<file path="config.mk">
export PLATFORM = sky130hd
export DESIGN_NAME = thumb_encoder_flat
export DESIGN_NICKNAME = d
export VERILOG_FILES = /design/src/rtl/thumb_encoder_if.sv /design/src/rtl/thumb_encoder.sv /design/src/flat_wrapper.sv
export SDC_FILE = /design/constraint.sdc
export NUM_CORES = 1
export LEC_CHECK = 0
export ABC_CLOCK_PERIOD_IN_PS = 4900
export CELL_PAD_IN_SITES_DETAIL_PLACEMENT = 0
export CELL_PAD_IN_SITES_GLOBAL_PLACEMENT = 1
export CORE_ASPECT_RATIO = 0.75
export CORE_MARGIN = 2
export CORE_UTILIZATION = 49
export CTS_CLUSTER_DIAMETER = 80
export DETAILED_ROUTE_END_ITERATION = 6
export MAX_ROUTING_LAYER = met4
export PLACE_DENSITY_LB_ADDON = 0.2
export SLEW_MARGIN = 40
export SYNTH_ARGS = -nofsm -noshare
export SYNTH_HDL_FRONTEND = slang
export SYNTH_SLANG_ARGS = --single-unit
</file>
<file path="constraint.sdc">
create_clock -name clk -period 4.9 [get_ports clk]
set_input_delay 1.225 -clock clk [delete_from_list [all_inputs] [get_ports clk]]
set_output_delay 1.225 -clock clk [all_outputs]
set_load 0.01 [all_outputs]
</file>
<file path="src/rtl/thumb_encoder_if.sv">
// Request/response bundle between an instruction producer, the Thumb encoder
// FIFO and the instruction-memory loader.
interface thumb_encoder_if;
    logic        in_valid;
    logic        in_ready;
    logic [5:0]  fmt;
    logic [3:0]  op;
    logic [2:0]  rd;
    logic [2:0]  rs;
    logic [2:0]  rn;
    logic [10:0] imm;
    logic        out_valid;
    logic        out_ready;
    logic [15:0] out_instr;

    modport master (
        output in_valid, fmt, op, rd, rs, rn, imm, out_ready,
        input  in_ready, out_valid, out_instr
    );

    modport slave (
        input  in_valid, fmt, op, rd, rs, rn, imm, out_ready,
        output in_ready, out_valid, out_instr
    );
endinterface

</file>
<file path="src/rtl/thumb_encoder.sv">
// Builds 16-bit Thumb words from format code + operand fields and queues them
// in a small first-word-fall-through FIFO; illegal requests are dropped and counted.
module thumb_encoder #(
    parameter int DEPTH = 4
) (
    input  logic                     clk,
    input  logic                     rst_n,
    thumb_encoder_if.slave           bus,
    output logic                     err_fmt,
    output logic [7:0]               err_count,
    output logic [$clog2(DEPTH):0]   level
);
    localparam int AW = $clog2(DEPTH);
    localparam int LW = AW + 1;
    localparam logic [LW-1:0] FULL = LW'(DEPTH);

    logic [15:0]   mem [DEPTH];
    logic [AW-1:0] wr_ptr_reg;
    logic [AW-1:0] rd_ptr_reg;
    logic [AW-1:0] rd_ptr_next;
    logic [LW-1:0] level_reg;
    logic [LW-1:0] level_next;
    logic [15:0]   out_instr_reg;
    logic [15:0]   head_next;
    logic          err_fmt_reg;
    logic [7:0]    err_count_reg;
    logic [15:0]   word;
    logic          legal;
    logic          in_ready_int;
    logic          accept;
    logic          push;
    logic          pop;

    always_comb begin
        word  = 16'h0000;
        legal = 1'b1;
        case (bus.fmt)
            6'd1: begin
                word  = {3'b000, bus.op[1:0], bus.imm[4:0], bus.rs, bus.rd};
                legal = (bus.op[1:0] != 2'b11);
            end
            6'd2:  word = {5'b00011, bus.op[1:0], bus.rn, bus.rs, bus.rd};
            6'd3:  word = {3'b001, bus.op[1:0], bus.rd, bus.imm[7:0]};
            6'd4:  word = {6'b010000, bus.op, bus.rs, bus.rd};
            6'd6:  word = {5'b01001, bus.rd, bus.imm[7:0]};
            6'd7:  word = {4'b0101, bus.op[1], bus.op[0], 1'b0, bus.rn, bus.rs, bus.rd};
            6'd9:  word = {3'b011, bus.op[1], bus.op[0], bus.imm[4:0], bus.rs, bus.rd};
            6'd10: word = {4'b1000, bus.op[0], bus.imm[4:0], bus.rs, bus.rd};
            6'd11: word = {4'b1001, bus.op[0], bus.rd, bus.imm[7:0]};
            6'd12: word = {4'b1010, bus.op[0], bus.rd, bus.imm[7:0]};
            6'd16: begin
                word  = {4'b1101, bus.op, bus.imm[7:0]};
                legal = (bus.op[3:1] != 3'b111);
            end
            6'd18: word = {5'b11100, bus.imm[10:0]};
            default: legal = 1'b0;
        endcase
    end

    assign in_ready_int = (level_reg != FULL);
    assign accept       = bus.in_valid && in_ready_int;
    assign push         = accept && legal;
    assign pop          = (level_reg != '0) && bus.out_ready;
    assign rd_ptr_next  = rd_ptr_reg + AW'(pop);
    assign level_next   = level_reg + LW'(push) - LW'(pop);

    // Head register tracks mem[rd_ptr]; a word pushed into an empty (or
    // emptying) queue bypasses storage so it shows up one cycle after acceptance.
    always_comb begin
        head_next = out_instr_reg;
        if (level_next != '0) begin
            if (push && (wr_ptr_reg == rd_ptr_next))
                head_next = word;
            else
                head_next = mem[rd_ptr_next];
        end
    end

    always_ff @(posedge clk) begin
        if (push)
            mem[wr_ptr_reg] <= word;
    end

    always_ff @(posedge clk or negedge rst_n) begin
        if (!rst_n) begin
            wr_ptr_reg    <= '0;
            rd_ptr_reg    <= '0;
            level_reg     <= '0;
            out_instr_reg <= 16'h0000;
            err_fmt_reg   <= 1'b0;
            err_count_reg <= 8'd0;
        end else begin
            wr_ptr_reg    <= wr_ptr_reg + AW'(push);
            rd_ptr_reg    <= rd_ptr_next;
            level_reg     <= level_next;
            out_instr_reg <= head_next;
            err_fmt_reg   <= accept && !legal;
            if (accept && !legal && (err_count_reg != 8'hFF))
                err_count_reg <= err_count_reg + 8'd1;
        end
    end

    assign bus.in_ready  = in_ready_int;
    assign bus.out_valid = (level_reg != '0);
    assign bus.out_instr = out_instr_reg;
    assign err_fmt       = err_fmt_reg;
    assign err_count     = err_count_reg;
    assign level         = level_reg;
endmodule

</file>
<file path="src/flat_wrapper.sv">
// flat-port wrapper written by rule: the top's interface ports become plain ports
module thumb_encoder_flat 
#(
    parameter int DEPTH = 4
)
  (clk, rst_n, err_fmt, err_count, level, bus_in_valid, bus_fmt, bus_op, bus_rd, bus_rs, bus_rn, bus_imm, bus_out_ready, bus_in_ready, bus_out_valid, bus_out_instr);
  thumb_encoder_if bus_i ();
  input  logic clk;
  input  logic rst_n;
  output logic err_fmt;
  output logic [7:0] err_count;
  output logic [$clog2(DEPTH):0] level;
  input wire logic [$bits(bus_i.in_valid)-1:0] bus_in_valid;
  input wire logic [$bits(bus_i.fmt)-1:0] bus_fmt;
  input wire logic [$bits(bus_i.op)-1:0] bus_op;
  input wire logic [$bits(bus_i.rd)-1:0] bus_rd;
  input wire logic [$bits(bus_i.rs)-1:0] bus_rs;
  input wire logic [$bits(bus_i.rn)-1:0] bus_rn;
  input wire logic [$bits(bus_i.imm)-1:0] bus_imm;
  input wire logic [$bits(bus_i.out_ready)-1:0] bus_out_ready;
  output wire logic [$bits(bus_i.in_ready)-1:0] bus_in_ready;
  output wire logic [$bits(bus_i.out_valid)-1:0] bus_out_valid;
  output wire logic [$bits(bus_i.out_instr)-1:0] bus_out_instr;
  assign bus_i.in_valid = bus_in_valid;
  assign bus_i.fmt = bus_fmt;
  assign bus_i.op = bus_op;
  assign bus_i.rd = bus_rd;
  assign bus_i.rs = bus_rs;
  assign bus_i.rn = bus_rn;
  assign bus_i.imm = bus_imm;
  assign bus_i.out_ready = bus_out_ready;
  assign bus_in_ready = bus_i.in_ready;
  assign bus_out_valid = bus_i.out_valid;
  assign bus_out_instr = bus_i.out_instr;
  thumb_encoder #(.DEPTH(DEPTH)) u_core (.clk(clk), .rst_n(rst_n), .bus(bus_i), .err_fmt(err_fmt), .err_count(err_count), .level(level));
endmodule
</file>
==> run_results.csv, run 1 <==
group,metric,value,unit
run,drv_cap,0,
place,dpl_cell_area,5810,um2
global_route,grt_pass1_vias,3454,
yosys,yosysWarnings,0,
yosys,synth.cell_area,5000,um2
yosys,yosysSeqAreaShare,0.545,
final_layout,final_common_cell,"edfxtp_1",
cts,clock_latency,0.33,ns
final_layout,final_util,0.627,
worst_setup_path,ff2ff_path_depth,12,
yosys,synth_cells,382,
cts,clk_pin_slew,0.06,ns
worst_setup_path,cp-end-kind,"register",
global_route,grt_pass1_wl,18.8,mm
timing,fin_skew,0.00629,ns
timing,hold_viol,0,
worst_setup_path,critPathSlowestCell,"clkdlybuf4s50_1",
global_route,grt_max_degree,33,
worst_setup_path,cp-start-kind,"primary input",
worst_setup_path,worst-path-max-fanout,29,
yosys,ys_async_sr_fraction,0.333,
global_route,grt_overflow,0,
final_layout,final_net_count,492,
timing,layout_min_cycle_time,4.38,ns
drt,wire_per_inst,19.7,um
place,gp_congestion,0.850,
worst_setup_path,cp.arrival,4.57,ns
final_layout,fill_cells,768,
cts,htree_levels,3,
drt,first_pass_iters,5,
cts,post-cts-setup-buffer-count,0,
cts,cts_tree,"built",
yosys,synth_ff_type,"edfxtp_1",
cts,holdBufCountCts,0,
worst_setup_path,ff2ff_setup_slack,1.76,ns
min_path,hold_start,"u_core.err_count[5]",
timing,fmax,228,MHz
final_layout,antenna_cells,0,
die,die_area,11000,um2
timing,slew-limit-headroom,0.455,
die,boundaryPins,64,
timing,setup_slack,0.523,ns
worst_setup_path,rr_startpoint,"u_core.level[2]",
power,irDropWorstVdd,0.000228,V
worst_setup_path,worst-endpoint-required,5.09,ns
die,num_rows,31,
cts,cts-resized-gates,0,
yosys,synth_fp_nets,422,
timing,setup_viol,0,
final_layout,final_cell_mix,"64 x edfxtp_1, 63 x clkdlybuf4s50_1, 32 x dfrtp_1",
die,coreArea,9770,um2
cts,cts_buffers,9,
drt,routed_via_density,6.05,
place,dp_cells,573,
yosys,yosysUniqueCellTypes,65,
worst_setup_path,crit_family,"simple AND/OR/NAND/NOR gates",
timing,rsz0062_at_grt,"no",
die,initial_core_util,0.512,
global_route,grtUsageTotal,0.228,
drt,num_vias,3562,
cts,root_buffer,"clkbuf_16",
cts,cts_buffer_depth,2,
min_path,hold_class,"register to register",
timing,drv_slew,0,
die,die_w,121,um
timing,tightestPinTransition,0.810,ns
drt,drc_errors,0,
die,dieHeight,91.5,um
min_path,hold_end,"u_core.err_count[5]",
final_layout,drive_above_1_share,0.166,
global_route,antenna_found_initial,0,
final_layout,largest_reg_flops,64,
power,leakagePower,2.25,nW
timing,period_share,0.893,
place,dpl.hpwl,8.09,mm
yosys,synth_edf_count,64,
final_layout,area.growth.synth_to_final,22.5,%
drt,final_antenna_net_count,0,
place,port_buffers,63,
run_status,outcome,"complete, no violations",
final_layout,final_area,6130,um2
timing,fin_tns_setup,0,ns
cts,clkSinkCount,96,
yosys,synth_area_per_cell,13.1,um2
drt,drt-total-wl,11.6,mm
worst_setup_path,crit_type,"primary input to register",
drt,first_iter_violations,291,
yosys,ys_ff_latch,96,
worst_setup_path,r2r-end,"u_core.bus.out_instr[5]",
final_layout,final_cells,589,
min_path,min_path_cells,1,
worst_setup_path,slowest_delay,0.57,ns
worst_setup_path,crit_chain,"clkdlybuf4s50_1 > and4bb_1 > a22oi_2 > o311ai_4 > nand3_1 > inv_2 > ha_1 > fa_1 > xor2_1 > xnor2_1 > or3_1 > buf_4 > nor2_1 > a31oi_1",
place,place_worst_setup_slack,0.221,ns
worst_setup_path,critPathBufInv,3,
power,pwr_density_cell,525,nW/um2
[worst reg2reg max path: stages, from the launching register on]
cell	delay [ns]
dfrtp_1	0.41
or3_1	0.39
and2_1	0.19
ha_1	0.29
inv_1	0.04
ha_1	0.18
fa_1	0.37
xor2_1	0.18
xnor2_1	0.15
or3_1	0.31
buf_4	0.23
nor2_1	0.21
a31oi_1	0.07
[synth_stat cells, drive strengths merged (4+ instances only)]
library cell   n  area, um2
nand3         19       95.1
mux4          16        360
xor2          12        113
nor4b          5       83.8
o211ai        12       90.1
nor3          11       80.1
nand4          7       43.8
nor2b         10       62.6
nand2b         4       25.0
mux2i          5       50.1
edfxtp        64       1920
o221ai         6       52.6
or3            4       25.0
dfrtp         32        801
a32oi          7       61.3
a22oi          4       35.0
o21ai         14       70.1
and3           6       37.5
inv           12       45.0
nand3b         5       37.5
nand2         17       66.3
a31oi         12       75.1
nor3b          6       50.1
ha             5       62.6
buf           23        151
clkbuf         4       18.8
xnor2          4       35.0
nor2          15       58.8
[worst max-delay path by stage]
stage	startpoint	end	slack [ns]	depth (start not counted)
2_1_floorplan	bus_fmt[4]	u_core.bus.out_instr[0]	0.79	15
3_3_place_gp	bus_fmt[2]	u_core.bus.out_instr[7]	0.33	14
3_5_place_dp	bus_fmt[1]	u_core.bus.out_instr[8]	0.22	15
4_1_cts	bus_fmt[1]	u_core.bus.out_instr[8]	0.55	15
5_1_grt	bus_fmt[3]	u_core.bus.out_instr[8]	0.29	13
6_report	bus_fmt[2]	u_core.bus.out_instr[5]	0.52	14
[layout make-up]
cell class | instances | area, um2 | share of cell area
clock buffers | 11 | 233 | 0.0380
flip-flops and latches | 96 | 2720 | 0.444
well taps | 132 | 165 | 0.0270
inverters | 12 | 45.0 | 0.00735
multi-input cells | 247 | 2080 | 0.339
repair buffers | 86 | 803 | 0.131
clock inverters | 5 | 81.3 | 0.0133
[logic make-up (layout without fill, tap and decap cells)]
| logic type | Yosys count | in the layout | synth area share |
|---|---|---|---|
| adders and majority gates | 6 | 6 | 0.0165 |
| buffers and inverters | 39 | 114 | 0.0430 |
| DFF | 96 | 96 | 0.545 |
| xor gates and xnor gates | 16 | 16 | 0.0295 |
| muxes | 23 | 23 | 0.0866 |
| AOI/OAI and AO/OA | 74 | 74 | 0.112 |
| and+or+nand+nor | 128 | 128 | 0.167 |
[layer usage]
layer	part of all wire	track usage	vias to the layer above
li1	-	-	1639
met1	0.46	0.324	1770
met2	0.46	0.339	143
met3	0.066	0.0490	10
met4	0.0097	0.0475	0
met5	0	-	-
[through the flow]
step                hold WS (ns)  power [mW]
floorplan                  0.472        2.00
global placement           0.471        2.48
detailed placement         0.474        2.51
CTS                        0.482        3.25
global route               0.509        3.39
finish                     0.478        3.22
[report_power, final]
part | switching [mW] | leakage (nW) | internal (mW)
registers | 0.121 | 0.974 | 1.03
clock network | 0.276 | 0.150 | 0.448
logic | 0.672 | 1.13 | 0.667
Power figures use the tool's default switching activity.
==> run 2, diff against run 1 <==
CAP_MARGIN = 20   (was unset)
GPL_ROUTABILITY_DRIVEN = 0   (was unset)
==> results of run 2 <==
No change in the layout: final DEF, timing and power equal those of run 1.
==> run 3, diff against run 2 <==
CORE_UTILIZATION = 50   (was 49)
DONT_BUFFER_PORTS = 1   (was unset)
==> run 3 against run 2 <==
Net effect:
- sequential cell count is the same
- non-clock buffer count is 76 lower
- first-iteration DRC count fell by 19%
- sequential power grew 6%
- utilization is 7.4 points lower
- total power decreased by 11%
- critical path depth fell by 4
- sequential share of layout area up 6.4 points
- global-route usage is 0.34 points lower
- largest power group is now registers
- via count is 9.9% lower
- wire length shrank 3.2%
- combinational power decreased by 26%
==> run_results.csv, run 3 (synthesized netlist as in run 1, its figures left out) <==
group,metric,value,unit
die,boundaryPins,64,
timing,setup_slack,0.953,ns
die,num_rows,31,
cts,clkSinkCount,96,
cts,htree_levels,3,
power,intPower,1.82,mW
die,dieHeight,90.6,um
worst_setup_path,ff2ff_path_depth,11,
global_route,grt_pass1_wl,18.1,mm
die,coreArea,9700,um2
worst_setup_path,crit_type,"primary input to register",
run,drv_cap,0,
timing,rsz0062_at_grt,"no",
final_layout,final_cell_mix,"64 x edfxtp_1, 32 x dfrtp_1, 19 x nand3_1",
die,initial_core_util,0.516,
cts,clock_latency,0.35,ns
timing,layout_min_cycle_time,3.95,ns
worst_setup_path,cp.arrival,4.16,ns
global_route,grt_use_met2,0.320,
power,seqPwrFrac,0.428,
global_route,antenna_found_initial,0,
cts,cts_buffers,9,
min_path,hold_class,"register to register",
drt,final_antenna_net_count,0,
drt,drt-total-wl,11.2,mm
global_route,grt_overflow,0,
power,pwr_density_cell,532,nW/um2
worst_setup_path,worst-endpoint-required,5.11,ns
place,port_buffers,0,
worst_setup_path,ff2ff_setup_slack,1.43,ns
cts,cts_tree,"built",
timing,drv_slew,0,
power,power.share.clock,0.225,
final_layout,drive_above_1_share,0.173,
run_status,outcome,"complete, no violations",
final_layout,area.growth.synth_to_final,7.21,%
worst_setup_path,cp-end-kind,"register",
timing,fin_skew,0.00927,ns
drt,first_iter_violations,236,
timing,setup_viol,0,
final_layout,largest_reg_flops,64,
place,dpl_cell_area,5090,um2
final_layout,antenna_cells,0,
drt,num_vias,3210,
min_path,hold_end,"u_core.bus.out_instr[10]",
min_path,min_path_cells,2,
global_route,use_met3,0.0600,
global_route,grtUsageTotal,0.224,
power,leakagePower,1.92,nW
final_layout,final_area,5360,um2
drt,routed_via_density,6.26,
drt,first_pass_iters,4,
power,comb_power_share,0.346,
power,total_power,2.85,mW
worst_setup_path,r2r-end,"u_core.bus.out_instr[7]",
final_layout,multi_input_area,2080,um2
worst_setup_path,rr_startpoint,"u_core.level[2]",
min_path,hold_start,"u_core.bus.out_instr[10]",
cts,post-cts-setup-buffer-count,0,
cts,cts_buffer_depth,2,
place,place_worst_setup_slack,0.623,ns
drt,wire_per_inst,21.9,um
worst_setup_path,worst-path-max-fanout,29,
final_layout,final_util,0.553,
timing,period_share,0.806,
final_layout,seqCellArea,2720,um2
cts,root_buffer,"clkbuf_16",
cts,holdBufCountCts,0,
timing,tightestPinTransition,0.732,ns
timing,fmax,253,MHz
cts,clk_pin_slew,0.06,ns
global_route,grt_use_met1,0.325,
timing,hold_viol,0,
timing,fin_tns_setup,0,ns
die,die_area,10800,um2
worst_setup_path,cp-start-kind,"primary input",
global_route,busiest_layer,"met1",
power,irDropWorstVdd,0.000280,V
place,dpl.hpwl,7.62,mm
final_layout,final_net_count,416,
drt,drc_errors,0,
final_layout,final_common_cell,"edfxtp_1",
global_route,grt_pass1_vias,3150,
cts,cts-resized-gates,0,
final_layout,fill_cells,838,
die,die_w,119,um
power,switching_share,0.363,
power,netSwitchingPower,1.04,mW
global_route,grt_max_degree,33,
timing,slew-limit-headroom,0.512,
==> run 3: how the worst max path moves through the flow <==
stage               start                  endpoint  slack [ns]  cells past startpoint
4_1_cts        bus_fmt[0]   u_core.bus.out_instr[7]        0.99                     12
2_1_floorplan  bus_fmt[4]   u_core.bus.out_instr[0]        0.79                     15
5_1_grt        bus_fmt[1]   u_core.bus.out_instr[8]        0.73                     10
3_5_place_dp   bus_fmt[1]   u_core.bus.out_instr[8]        0.62                     10
3_3_place_gp   bus_fmt[0]  u_core.bus.out_instr[13]        0.63                     12
6_report       bus_fmt[1]   u_core.bus.out_instr[7]        0.95                     10
==> run 3: layout make-up <==
| class | count | share of cell area |
|---|---|---|
| clock buffer | 9 | 0.0420 |
| clock inverter | 7 | 0.00887 |
| inverter | 12 | 0.00840 |
| multi-input combinational | 247 | 0.388 |
| sequential | 96 | 0.508 |
| tap | 132 | 0.0308 |
| timing repair buffer | 10 | 0.0140 |
==> run 3: stage by stage <==
step | std cells | hold slack (ns)
after detailed placement | 497 | 0.550
after floorplan | 382 | 0.472
final | 513 | 0.553
after global routing | 513 | 0.554
after global placement | 497 | 0.534
after CTS | 513 | 0.557
==> run 3: critical path: stages <==
cell and delay, ns:
nor2_1 0.38, nand3_1 0.28, o311ai_4 0.17, nand3_1 0.26
inv_2 0.13, ha_1 0.16, fa_1 0.45, or3_2 0.78
o211ai_1 0.19, o211ai_1 0.11
==> run 3: per-layer routing <==
| metal | routed length, um | vias to the layer above |
|---|---|---|
| li1 | - | 1483 |
| met1 | 5350 | 1617 |
| met2 | 5060 | 102 |
| met3 | 724 | 8 |
| met4 | 95 | 0 |
| met5 | 0 | - |
==> run 3: power groups by stage <==
stage               Sequential, mW  Combinational (mW)  Clock [mW]
floorplan                     1.19               0.811           0
global placement              1.24               0.976           0
detailed placement            1.24               0.997           0
CTS                           1.22               0.998       0.656
global route                  1.24                1.10       0.685
finish                        1.22               0.988       0.643
